[src/rtl/hls_fp32_sub_pkg.sv]
// Shared constants for the fp32 subtract core's channel interface stages.
package hls_fp32_sub_pkg;
  localparam int FP32_W       = 32;
  localparam int FIFO_DEPTH   = 2;
  localparam int FIFO_CNT_W   = 2;
  localparam int STARVE_CNT_W = 16;
endpackage

[src/rtl/hls_fp32_sub_chn_in_rsci_if.sv]
// Bundle of the upstream valid/ready channel and the core/staller handshake for one operand channel.
interface hls_fp32_sub_chn_in_rsci_if
  import hls_fp32_sub_pkg::*;
#(
  parameter int DW  = FP32_W,
  parameter int SCW = STARVE_CNT_W
);
  // Upstream beat transfers on a rising edge where chn_rsc_vz & chn_rsc_lz; the core consumes
  // the head on an edge where core_wen & chn_rsci_oswt and the channel holds an operand.
  logic [DW-1:0]  chn_rsc_z;
  logic           chn_rsc_vz;
  logic           chn_rsc_lz;
  logic           chn_rsci_oswt;
  logic           core_wen;
  logic           core_wten;
  logic           chn_rsci_wen_comp;
  logic [DW-1:0]  chn_rsci_d_mxwt;
  logic [SCW-1:0] chn_rsci_starve_cnt;

  modport slave (
    input  chn_rsc_z, chn_rsc_vz, chn_rsci_oswt, core_wen, core_wten,
    output chn_rsc_lz, chn_rsci_wen_comp, chn_rsci_d_mxwt, chn_rsci_starve_cnt
  );

  modport master (
    output chn_rsc_z, chn_rsc_vz, chn_rsci_oswt, core_wen, core_wten,
    input  chn_rsc_lz, chn_rsci_wen_comp, chn_rsci_d_mxwt, chn_rsci_starve_cnt
  );
endinterface

[src/rtl/hls_fp32_sub_skid2.sv]
// Generic 2-entry skid FIFO; ready depends only on registered occupancy and reset.
module hls_fp32_sub_skid2
  import hls_fp32_sub_pkg::*;
#(
  parameter int DW = FP32_W
) (
  input  logic                  clk_i,
  input  logic                  rstn_i,
  input  logic [DW-1:0]         push_data_i,
  input  logic                  push_valid_i,
  input  logic                  pop_i,
  output logic                  ready_o,
  output logic [FIFO_CNT_W-1:0] count_o,
  output logic [DW-1:0]         head_o
);
  logic [DW-1:0]         mem_q [FIFO_DEPTH];
  logic                  wr_ptr_q, wr_ptr_d;
  logic                  rd_ptr_q, rd_ptr_d;
  logic [FIFO_CNT_W-1:0] count_q, count_d;
  logic                  push;

  // Gating ready with reset keeps a beat offered during reset from being taken.
  assign ready_o = rstn_i & (count_q != FIFO_CNT_W'(FIFO_DEPTH));
  assign push    = push_valid_i & ready_o;
  assign count_o = count_q;
  assign head_o  = (count_q != '0) ? mem_q[rd_ptr_q] : '0;

  // pop_i is only asserted by the owner when the FIFO holds an entry.
  always_comb begin
    wr_ptr_d = wr_ptr_q;
    rd_ptr_d = rd_ptr_q;
    count_d  = count_q;
    if (push) wr_ptr_d = ~wr_ptr_q;
    if (pop_i) rd_ptr_d = ~rd_ptr_q;
    case ({push, pop_i})
      2'b10:   count_d = count_q + 1'b1;
      2'b01:   count_d = count_q - 1'b1;
      default: count_d = count_q;
    endcase
  end

  always_ff @(posedge clk_i) begin
    if (!rstn_i) begin
      wr_ptr_q <= 1'b0;
      rd_ptr_q <= 1'b0;
      count_q  <= '0;
    end else begin
      wr_ptr_q <= wr_ptr_d;
      rd_ptr_q <= rd_ptr_d;
      count_q  <= count_d;
    end
  end

  always_ff @(posedge clk_i) begin
    if (push) mem_q[wr_ptr_q] <= push_data_i;
  end
endmodule

[src/rtl/hls_fp32_sub_chn_in_rsci.sv]
// Operand input channel stage: skid buffer, per-channel wen_comp and a starvation counter.
module hls_fp32_sub_chn_in_rsci
  import hls_fp32_sub_pkg::*;
#(
  parameter int DW  = FP32_W,
  parameter int SCW = STARVE_CNT_W
) (
  input logic                        nvdla_core_clk,
  input logic                        nvdla_core_rstn,
  hls_fp32_sub_chn_in_rsci_if.slave  chn
);
  logic [FIFO_CNT_W-1:0] fifo_count;
  logic [DW-1:0]         fifo_head;
  logic                  fifo_ready;
  logic                  fifo_empty;
  logic                  pop;
  logic                  starve_inc;
  logic [SCW-1:0]        starve_q, starve_d;

  assign fifo_empty = (fifo_count == '0);

  // An operand leaves only when the whole core advances; a stray core_wen on empty is ignored.
  assign pop = chn.core_wen & chn.chn_rsci_oswt & ~fifo_empty;

  hls_fp32_sub_skid2 #(.DW(DW)) u_skid (
    .clk_i        (nvdla_core_clk),
    .rstn_i       (nvdla_core_rstn),
    .push_data_i  (chn.chn_rsc_z),
    .push_valid_i (chn.chn_rsc_vz),
    .pop_i        (pop),
    .ready_o      (fifo_ready),
    .count_o      (fifo_count),
    .head_o       (fifo_head)
  );

  assign chn.chn_rsc_lz          = fifo_ready;
  assign chn.chn_rsci_d_mxwt     = fifo_head;
  assign chn.chn_rsci_wen_comp   = ~chn.chn_rsci_oswt | ~fifo_empty;
  assign chn.chn_rsci_starve_cnt = starve_q;

  // Post-stall bubbles (wten high, no request) must not be counted a second time.
  assign starve_inc = chn.chn_rsci_oswt & fifo_empty & ~(chn.core_wten & ~chn.chn_rsci_oswt);

  always_comb begin
    starve_d = starve_q;
    if (starve_inc && (starve_q != '1)) starve_d = starve_q + 1'b1;
  end

  always_ff @(posedge nvdla_core_clk) begin
    if (!nvdla_core_rstn) starve_q <= '0;
    else                  starve_q <= starve_d;
  end
endmodule

[src/flat_wrapper.sv]
// flat-port wrapper written by rule: the top's interface ports become plain ports
module hls_fp32_sub_chn_in_rsci_flat import hls_fp32_sub_pkg::*;
#(
  parameter int DW  = FP32_W,
  parameter int SCW = STARVE_CNT_W
)
  (nvdla_core_clk, nvdla_core_rstn, chn_chn_rsc_z, chn_chn_rsc_vz, chn_chn_rsci_oswt, chn_core_wen, chn_core_wten, chn_chn_rsc_lz, chn_chn_rsci_wen_comp, chn_chn_rsci_d_mxwt, chn_chn_rsci_starve_cnt);
  hls_fp32_sub_chn_in_rsci_if #(.DW(DW), .SCW(SCW)) chn_i ();
  input logic nvdla_core_clk;
  input logic nvdla_core_rstn;
  input wire logic [$bits(chn_i.chn_rsc_z)-1:0] chn_chn_rsc_z;
  input wire logic [$bits(chn_i.chn_rsc_vz)-1:0] chn_chn_rsc_vz;
  input wire logic [$bits(chn_i.chn_rsci_oswt)-1:0] chn_chn_rsci_oswt;
  input wire logic [$bits(chn_i.core_wen)-1:0] chn_core_wen;
  input wire logic [$bits(chn_i.core_wten)-1:0] chn_core_wten;
  output wire logic [$bits(chn_i.chn_rsc_lz)-1:0] chn_chn_rsc_lz;
  output wire logic [$bits(chn_i.chn_rsci_wen_comp)-1:0] chn_chn_rsci_wen_comp;
  output wire logic [$bits(chn_i.chn_rsci_d_mxwt)-1:0] chn_chn_rsci_d_mxwt;
  output wire logic [$bits(chn_i.chn_rsci_starve_cnt)-1:0] chn_chn_rsci_starve_cnt;
  assign chn_i.chn_rsc_z = chn_chn_rsc_z;
  assign chn_i.chn_rsc_vz = chn_chn_rsc_vz;
  assign chn_i.chn_rsci_oswt = chn_chn_rsci_oswt;
  assign chn_i.core_wen = chn_core_wen;
  assign chn_i.core_wten = chn_core_wten;
  assign chn_chn_rsc_lz = chn_i.chn_rsc_lz;
  assign chn_chn_rsci_wen_comp = chn_i.chn_rsci_wen_comp;
  assign chn_chn_rsci_d_mxwt = chn_i.chn_rsci_d_mxwt;
  assign chn_chn_rsci_starve_cnt = chn_i.chn_rsci_starve_cnt;
  hls_fp32_sub_chn_in_rsci #(.DW(DW), .SCW(SCW)) u_core (.nvdla_core_clk(nvdla_core_clk), .nvdla_core_rstn(nvdla_core_rstn), .chn(chn_i));
endmodule
[config.mk]
export PLATFORM = sky130hd
export DESIGN_NAME = hls_fp32_sub_chn_in_rsci_flat
export DESIGN_NICKNAME = d
export VERILOG_FILES = /design/src/rtl/hls_fp32_sub_pkg.sv /design/src/rtl/hls_fp32_sub_chn_in_rsci_if.sv /design/src/rtl/hls_fp32_sub_skid2.sv /design/src/rtl/hls_fp32_sub_chn_in_rsci.sv /design/src/flat_wrapper.sv
export SDC_FILE = /design/constraint.sdc
export NUM_CORES = 1
export LEC_CHECK = 0
export ABC_CLOCK_PERIOD_IN_PS = 4190
export BUFFER_PORTS_ARGS = -buffer_cell sky130_fd_sc_hd__buf_4
export CORE_MARGIN = 2
export CORE_UTILIZATION = 50
export DETAILED_ROUTE_END_ITERATION = 10
export PLACE_DENSITY = 0.76
export SLEW_MARGIN = 10
export SYNTH_ARGS = -nofsm -noshare
export SYNTH_HDL_FRONTEND = slang
export SYNTH_SLANG_ARGS = --single-unit
[constraint.sdc]
create_clock -name nvdla_core_clk -period 4.19 [get_ports nvdla_core_clk]
set_input_delay 0.2095 -clock nvdla_core_clk [delete_from_list [all_inputs] [get_ports nvdla_core_clk]]
set_output_delay 0.2095 -clock nvdla_core_clk [all_outputs]
set_load 0.005 [all_outputs]
After elaboration in Yosys (flattened, before gate mapping)
Memories as Yosys holds them, arrays and structs flattened. A register that Yosys moved wholly into a read port is not among the register bits.
Index checks and enable logic that the tools add are counted.
Storage, ports and cells
  register bits after elaboration: 20
  latch bits: 0
  bits in writable memories: 64
  ROM bits: 0
  input bits: 38
  output and inout port bits: 50
  word-level logic and storage cells: 35
  memories: 1
Memories
  u_core.u_skid.mem_q: words 2, width 32, rd ports 1, clocked after Yosys merged registers in 1, write ports 1, RTL line hls_fp32_sub_skid2.sv:16  | logic [DW-1:0] mem_q [FIFO_DEPTH];
Operators by class
  $add $sub $neg: 3
  $mul: 0
  div/mod/pow operators: 0
  magnitude comparators: 0
  eq/ne operators: 4
  shift operators: 0
  muxes and demuxes: 6
  bitwise operators: 13
  reduce and logical (&&, ||, !) cells: 4
Operators with widths (number)
  $mux 32: 1
  $add 16x1->16 const B: 1
  $ne 16x16->1 const B: 1
  $and 1x1->1: 7
  $not 1->1: 5
  $mux 1: 4
  $pmux 2 s2: 1
  $reduce_bool 2->1: 2
  $add 2x1->2 const B: 1
  $eq 2x1->1 const B: 1
  $eq 2x2->1 const B: 1
  $logic_not 2->1: 1
  $ne 2x2->1 const B: 1
  $sub 2x1->2 const B: 1
  $logic_and 1x1->1: 1
  $or 1x1->1: 1

Logic depth before layout (Yosys ltp)
  word-level depth: 5
  mapped depth: 7
  gate-level depth less buffers: 6

Hierarchy
From an unflattened synthesis, not the netlist that was laid out.
Second synthesis, totals
  cell total of the unflattened synthesis: 267
  area, all modules: 3539.6 µm²
By module, submodules not included
  hls_fp32_sub_skid2: times used 1, cells each 160, area an instance 2632.5 µm², seq. area each 2021.9 µm²
  hls_fp32_sub_chn_in_rsci: times used 1, cells each 107, area an instance 907.1 µm², seq. area each 320.3 µm²

Worst setup path before layout
OpenSTA, ideal clock, no wires.
  path kind: register -> register
  from: reg u_core.u_skid.count_q[0] (netlist: u_core.u_skid.count_o[0])
  to: mem u_core.u_skid.mem_q[0][0] (netlist bit), enable pin
  library setup time: 421 ps
  arrival time: 1987 ps
  required time: 3769 ps
  slack: 1781 ps
  cell stages (with the launch flop): 4
  buffers on the path: 1
  period minus slack after synthesis: 2409 ps
  path through: dfxtp_1 -> buf_6 -> o211ai_1 -> nor2_1
Between the ends
  longest elaborated chain between the ends: 5
RTL lines
  start, declared: RTL line hls_fp32_sub_skid2.sv:19  | logic [FIFO_CNT_W-1:0] count_q, count_d;
  start signal, assigned: RTL line hls_fp32_sub_skid2.sv:50  | count_q <= count_d;
  $ne 2x2->1: RTL line hls_fp32_sub_skid2.sv:23  | assign ready_o = rstn_i & (count_q != FIFO_CNT_W'(FIFO_DEPTH));
  $and 1x1->1: RTL line hls_fp32_sub_skid2.sv:23
  $and 1x1->1: RTL line hls_fp32_sub_skid2.sv:24  | assign push = push_valid_i & ready_o;
  $mux 1: RTL line hls_fp32_sub_skid2.sv:55  | if (push) mem_q[wr_ptr_q] <= push_data_i;
  $mux 1 (not written as such): RTL line hls_fp32_sub_skid2.sv:55
  end, declared: RTL line hls_fp32_sub_skid2.sv:16
Every way passes these cells.

Final worst setup path
  from: reg u_core.u_skid.count_q[0] (netlist: u_core.u_skid.count_o[0])
  to: reg u_core.starve_q[9] (netlist: u_core.chn.chn_rsci_starve_cnt[9])
Between the ends
  longest elaborated chain between the ends: 4
RTL lines
  $logic_not 2->1: RTL line hls_fp32_sub_chn_in_rsci.sv:20  | assign fifo_empty = (fifo_count == '0);
  $and 1x1->1 (2 in series): RTL line hls_fp32_sub_chn_in_rsci.sv:42  | assign starve_inc = chn.chn_rsci_oswt & fifo_empty & ~(chn.core_wten & ~chn.chn_rsci_oswt);
  $logic_and 1x1->1: RTL line hls_fp32_sub_chn_in_rsci.sv:46  | if (starve_inc && (starve_q != '1)) starve_d = starve_q + 1'b1;
  end signal, assigned: RTL line hls_fp32_sub_chn_in_rsci.sv:51  | else starve_q <= starve_d;
  end, declared: RTL line hls_fp32_sub_chn_in_rsci.sv:18  | logic [SCW-1:0] starve_q, starve_d;
Every way passes these cells.
A chain may end at the register's enable or synchronous reset.

==> impl_table.tex <==
\begin{tabular}{lr}
\hline
Metric & Value \\
\hline
\multicolumn{2}{l}{\textbf{Status}} \\
\quad Result of the run & completed \\
\multicolumn{2}{l}{\textbf{STA}} \\
\quad Worst Hold Slack & 54.96 ps \\
\quad Shortest period the worst path allows & 2270 ps \\
\quad Worst slew margin relative to its limit & 26.87\% \\
\quad Setup repair after global routing missed its margin & no \\
\quad Total Negative Setup Slacks & 0 ps \\
\quad Worst-Margin Slew & 1087 ps \\
\quad Worst-case clock skew & 6.231 ps \\
\quad Max-slew violation count & 0 \\
\quad Maximum clock rate & 440.5 MHz \\
\quad \# setup viols final & 0 \\
\quad Ratio of final minimum period to clock period & 54.18\% \\
\quad Final count of hold timing violations & 0 \\
\multicolumn{2}{l}{\textbf{Hold path}} \\
\quad Hold path startpoint & chn\_chn\_rsc\_z[2] \\
\quad Path category of the worst min-delay check & in -> reg \\
\quad Hold path depth & 1 \\
\quad Terminating pin of the worst hold path & u\_core.u\_skid.mem\_q[0][2] \\
\multicolumn{2}{l}{\textbf{Logic synthesis}} \\
\quad Synth warn & 0 \\
\quad Area fraction in and, or, nand and nor cells after synthesis & 13.13\% \\
\quad Area share of the largest cell type after synthesis & 55.69\% \\
\quad Synth Area in Compound Gates & 4.895\% \\
\quad Top post-synthesis cells by count & 64 x sky130\_fd\_sc\_hd\_\_edfxtp\_1, 43 x sky130\_fd\_sc\_hd\_\_nor2\_1, 34 x sky130\_fd\_sc\_hd\_\_mux2i\_1, 21 x sky130\_fd\_sc\_hd\_\_dfxtp\_1, 10 x sky130\_fd\_sc\_hd\_\_nand2\_1 \\
\quad Library cells used by synthesis & 37 \\
\quad Post-synthesis cell area & 3451 sq um \\
\quad Cell accounting for the most synthesized area & sky130\_fd\_sc\_hd\_\_edfxtp\_1 \\
\quad Mux contribution to synthesized area & 9.862\% \\
\quad Cell with the most instances after synthesis & sky130\_fd\_sc\_hd\_\_edfxtp\_1 \\
\quad Most frequently used flop master after synthesis & sky130\_fd\_sc\_hd\_\_edfxtp\_1 \\
\quad Post-synthesis sequential area ratio & 67.88\% \\
\quad Combinational family with the most area after synthesis & simple AND/OR/NAND/NOR gates \\
\quad Fraction of registers with async set or reset after synthesis & 0\% \\
\quad Adder and majority cell fraction of the synthesized area & 0.7252\% \\
\quad Synthesized area per cell & 13.32 sq um \\
\quad Leading post-synthesis cells by cell area & sky130\_fd\_sc\_hd\_\_edfxtp\_1 56\%, sky130\_fd\_sc\_hd\_\_dfxtp\_1 12\%, sky130\_fd\_sc\_hd\_\_mux2i\_1 9.9\%, sky130\_fd\_sc\_hd\_\_nor2\_1 4.7\%, sky130\_fd\_sc\_hd\_\_a21oi\_1 1.2\% \\
\quad Xor and xnor area share after synthesis & 1.523\% \\
\quad Mapped Cells & 259 \\
\quad Synth Net Count & 299 \\
\quad Number of register bits inferred by synthesis & 85 \\
\quad Number of synthesized flops with an enable pin & 64 \\
\multicolumn{2}{l}{\textbf{Routing}} \\
\quad Vias post-DR & 2304 \\
\quad Routed Wire Length & 6.532 mm \\
\quad Routed Antenna Nets & 0 \\
\quad Residual DRC count & 0 \\
\quad Avg WL per Cell & 15.23 microns \\
\quad Number of DRC markers in iteration 0 & 156 \\
\quad Detailed Routing Iterations Pass 1 & 4 \\
\quad Per-cell via count in the routed design & 5.371 \\
\multicolumn{2}{l}{\textbf{Worst setup path}} \\
\quad Category of the worst setup path launch point & flop \\
\quad Endpoint type of the worst setup path & flop \\
\quad Critical path class & reg -> reg \\
\quad Crit Reg-Reg Endpoint & u\_core.chn.chn\_rsci\_starve\_cnt[9] \\
\quad Chain of cells forming the critical path & nor3b\_4 -> inv\_2 -> or4\_1 -> or4\_1 -> a21oi\_1 \\
\quad Worst path arrival time & 2530 ps \\
\quad Slowest Stage Delay on Critical Path & 680 ps \\
\quad Worst Path Max Fanout & 9 \\
\quad Setup slack on the worst flop-to-flop path & 1920 ps \\
\quad Most common cell on crit path & sky130\_fd\_sc\_hd\_\_or4\_1 \\
\quad Worst reg2reg path depth & 5 \\
\quad Cell family contributing the most delay on the critical path & simple AND/OR/NAND/NOR gates \\
\quad Data required time of the critical path & 4450 ps \\
\quad Slowest cell on the critical path & sky130\_fd\_sc\_hd\_\_or4\_1 \\
\quad Buf+Inv Stages, Crit Path & 1 \\
\quad Source of the worst register-to-register timing path & u\_core.u\_skid.count\_o[0] \\
\multicolumn{2}{l}{\textbf{Floorplan}} \\
\quad Die width & 87.08 microns \\
\quad Die boundary height & 87.08 microns \\
\quad Starting utilization of the core area & 51.36\% \\
\quad Total core area & 6719 sq um \\
\quad Boundary Pins & 88 \\
\quad Number of placement rows & 30 \\
\quad Overall die area & 7582 sq um \\
\multicolumn{2}{l}{\textbf{Global routing}} \\
\quad Number of antenna violations at the first check in global routing & 0 \\
\quad First-pass GRT wire length & 10.32 mm \\
\quad Largest net degree at the start of global routing & 33 \\
\quad Via count of the first global-routing pass & 2186 \\
\quad Grt total ovfl & 0 \\
\quad All-Layer GR Usage & 17.98\% \\
\multicolumn{2}{l}{\textbf{CTS}} \\
\quad Max H-tree Level & 3 \\
\quad CTS Buffer Depth & 2 \\
\quad Resized Gates After CTS & 0 \\
\quad Hold\_buf cts & 0 \\
\quad Sinks on the clock net & 85 \\
\quad Clock-pin slew reported for the worst setup and hold paths after clock tree synthesis & 80 ps \\
\quad Number of setup buffers added after CTS & 0 \\
\quad Cts bufs inserted & 9 \\
\quad Clock latency on the worst-skew pair & 330 ps \\
\quad TritonCTS clock tree & yes \\
\quad CTS Root Cell & sky130\_fd\_sc\_hd\_\_clkbuf\_8 \\
\multicolumn{2}{l}{\textbf{Layout}} \\
\quad Area added between synthesis and finish & 25.38\% \\
\quad Number of inserted diodes & 0 \\
\quad Final non-filler cell area & 4327 sq um \\
\quad Net count, final & 386 \\
\quad Layout fillers & 534 \\
\quad Fraction of final layout cells sized beyond drive strength 1 & 30.66\% \\
\quad Number of cells in the finished layout apart from fillers & 429 \\
\multicolumn{2}{l}{\textbf{Place}} \\
\quad Count of port buffers added during placement & 86 \\
\quad Post-detail-place hpwl & 4.443 mm \\
\quad Dpl cells & 415 \\
\quad Area after detailed placement & 4173 sq um \\
\quad Global placer's final weighted congestion & 0.8491 \\
\multicolumn{2}{l}{\textbf{Run}} \\
\quad Count of max-cap constraint violations & 0 \\
\multicolumn{2}{l}{\textbf{Power}} \\
\quad Leakage & 1.579 nW \\
\quad Peak VDD IR & 0.1691 mV \\
\quad Power per cell area & 386.9 nW/um\^{}2 \\
\hline
\end{tabular}
## layer usage
layer	up-vias	global-route usage [%]	wire length, microns
met5	-	0	0
met4	0	6.250	79
met3	8	4.929	368
met2	73	30.40	3336
met1	1091	22.22	2748
li1	1132	-	-
## stage by stage
step	setup slack (ps)	utilization [%]	total power [mW]
floorplan	1781	-	1.096
global placement	2063	62.10	1.217
detailed placement	1969	62.10	1.226
CTS	1947	64.39	1.692
global route	1779	64.39	1.755
finish	1920	64.39	1.674
## area by class of cell
class                      instances  area (sq um)  share of cell area (%)
multi-input combinational        158          1057                   24.44
sequential                        85          2344                   54.16
clock inverter                     5         30.03                  0.6940
inverter                           5         18.77                  0.4338
clock buffer                       9         123.9                   2.863
tap                               80         100.1                   2.313
timing repair buffer              87         653.1                   15.10
## how the worst max path moves through the flow
stage               depth (start not counted)                                 to  slack [ps]                               from
global placement                            5  u_core.chn.chn_rsci_starve_cnt[9]        2060           u_core.u_skid.count_o[0]
detailed placement                          5  u_core.chn.chn_rsci_starve_cnt[9]        1970           u_core.u_skid.count_o[0]
global route                                5  u_core.chn.chn_rsci_starve_cnt[5]        1780  u_core.chn.chn_rsci_starve_cnt[0]
CTS                                         5  u_core.chn.chn_rsci_starve_cnt[9]        1950           u_core.u_skid.count_o[0]
finish                                      5  u_core.chn.chn_rsci_starve_cnt[9]        1920           u_core.u_skid.count_o[0]
floorplan                                   3          u_core.u_skid.mem_q[0][0]        1780           u_core.u_skid.count_o[0]
## power breakdown
group          switching (mW)  total, mW  internal [mW]  leakage (nW)
sequential             0.0277      0.970          0.942         0.758
clock                   0.268      0.473          0.205        0.0729
combinational           0.109      0.231          0.123         0.748
## sequential cells by signal, indices dropped and copies added (netlist names), named ones only
| register | flops |
|---|---|
| u_core.u_skid.mem_q | 64 |
| u_core.chn.chn_rsci_starve_cnt | 16 |
| u_core.u_skid.count_o | 2 |
| u_core.u_skid.rd_ptr_q | 1 |
| u_core.u_skid.wr_ptr_q | 1 |
## kinds of logic after synthesis
family / Yosys count
muxes: 34
xor gates and xnor gates: 6
and+or+nand+nor: 90
adders and majority gates: 2
buffers and inverters: 16
AOI/OAI and AO/OA: 26
DFF: 85
## cells in the final DEF, fill, tap and decap left out, drive strengths merged, types with 5 or more instances in the layout
| master | Yosys | layout |
|---|---|---|
| buf | 4 | 87 |
| edfxtp | 64 | 64 |
| nor2 | 43 | 43 |
| mux2i | 34 | 34 |
| dfxtp | 21 | 21 |
| nand2 | 10 | 10 |
| clkbuf | 7 | 9 |
| a21oi | 8 | 8 |
| o31ai | 5 | 5 |
| inv | 5 | 5 |
No activity file was read; power rests on OpenSTA's default activity.
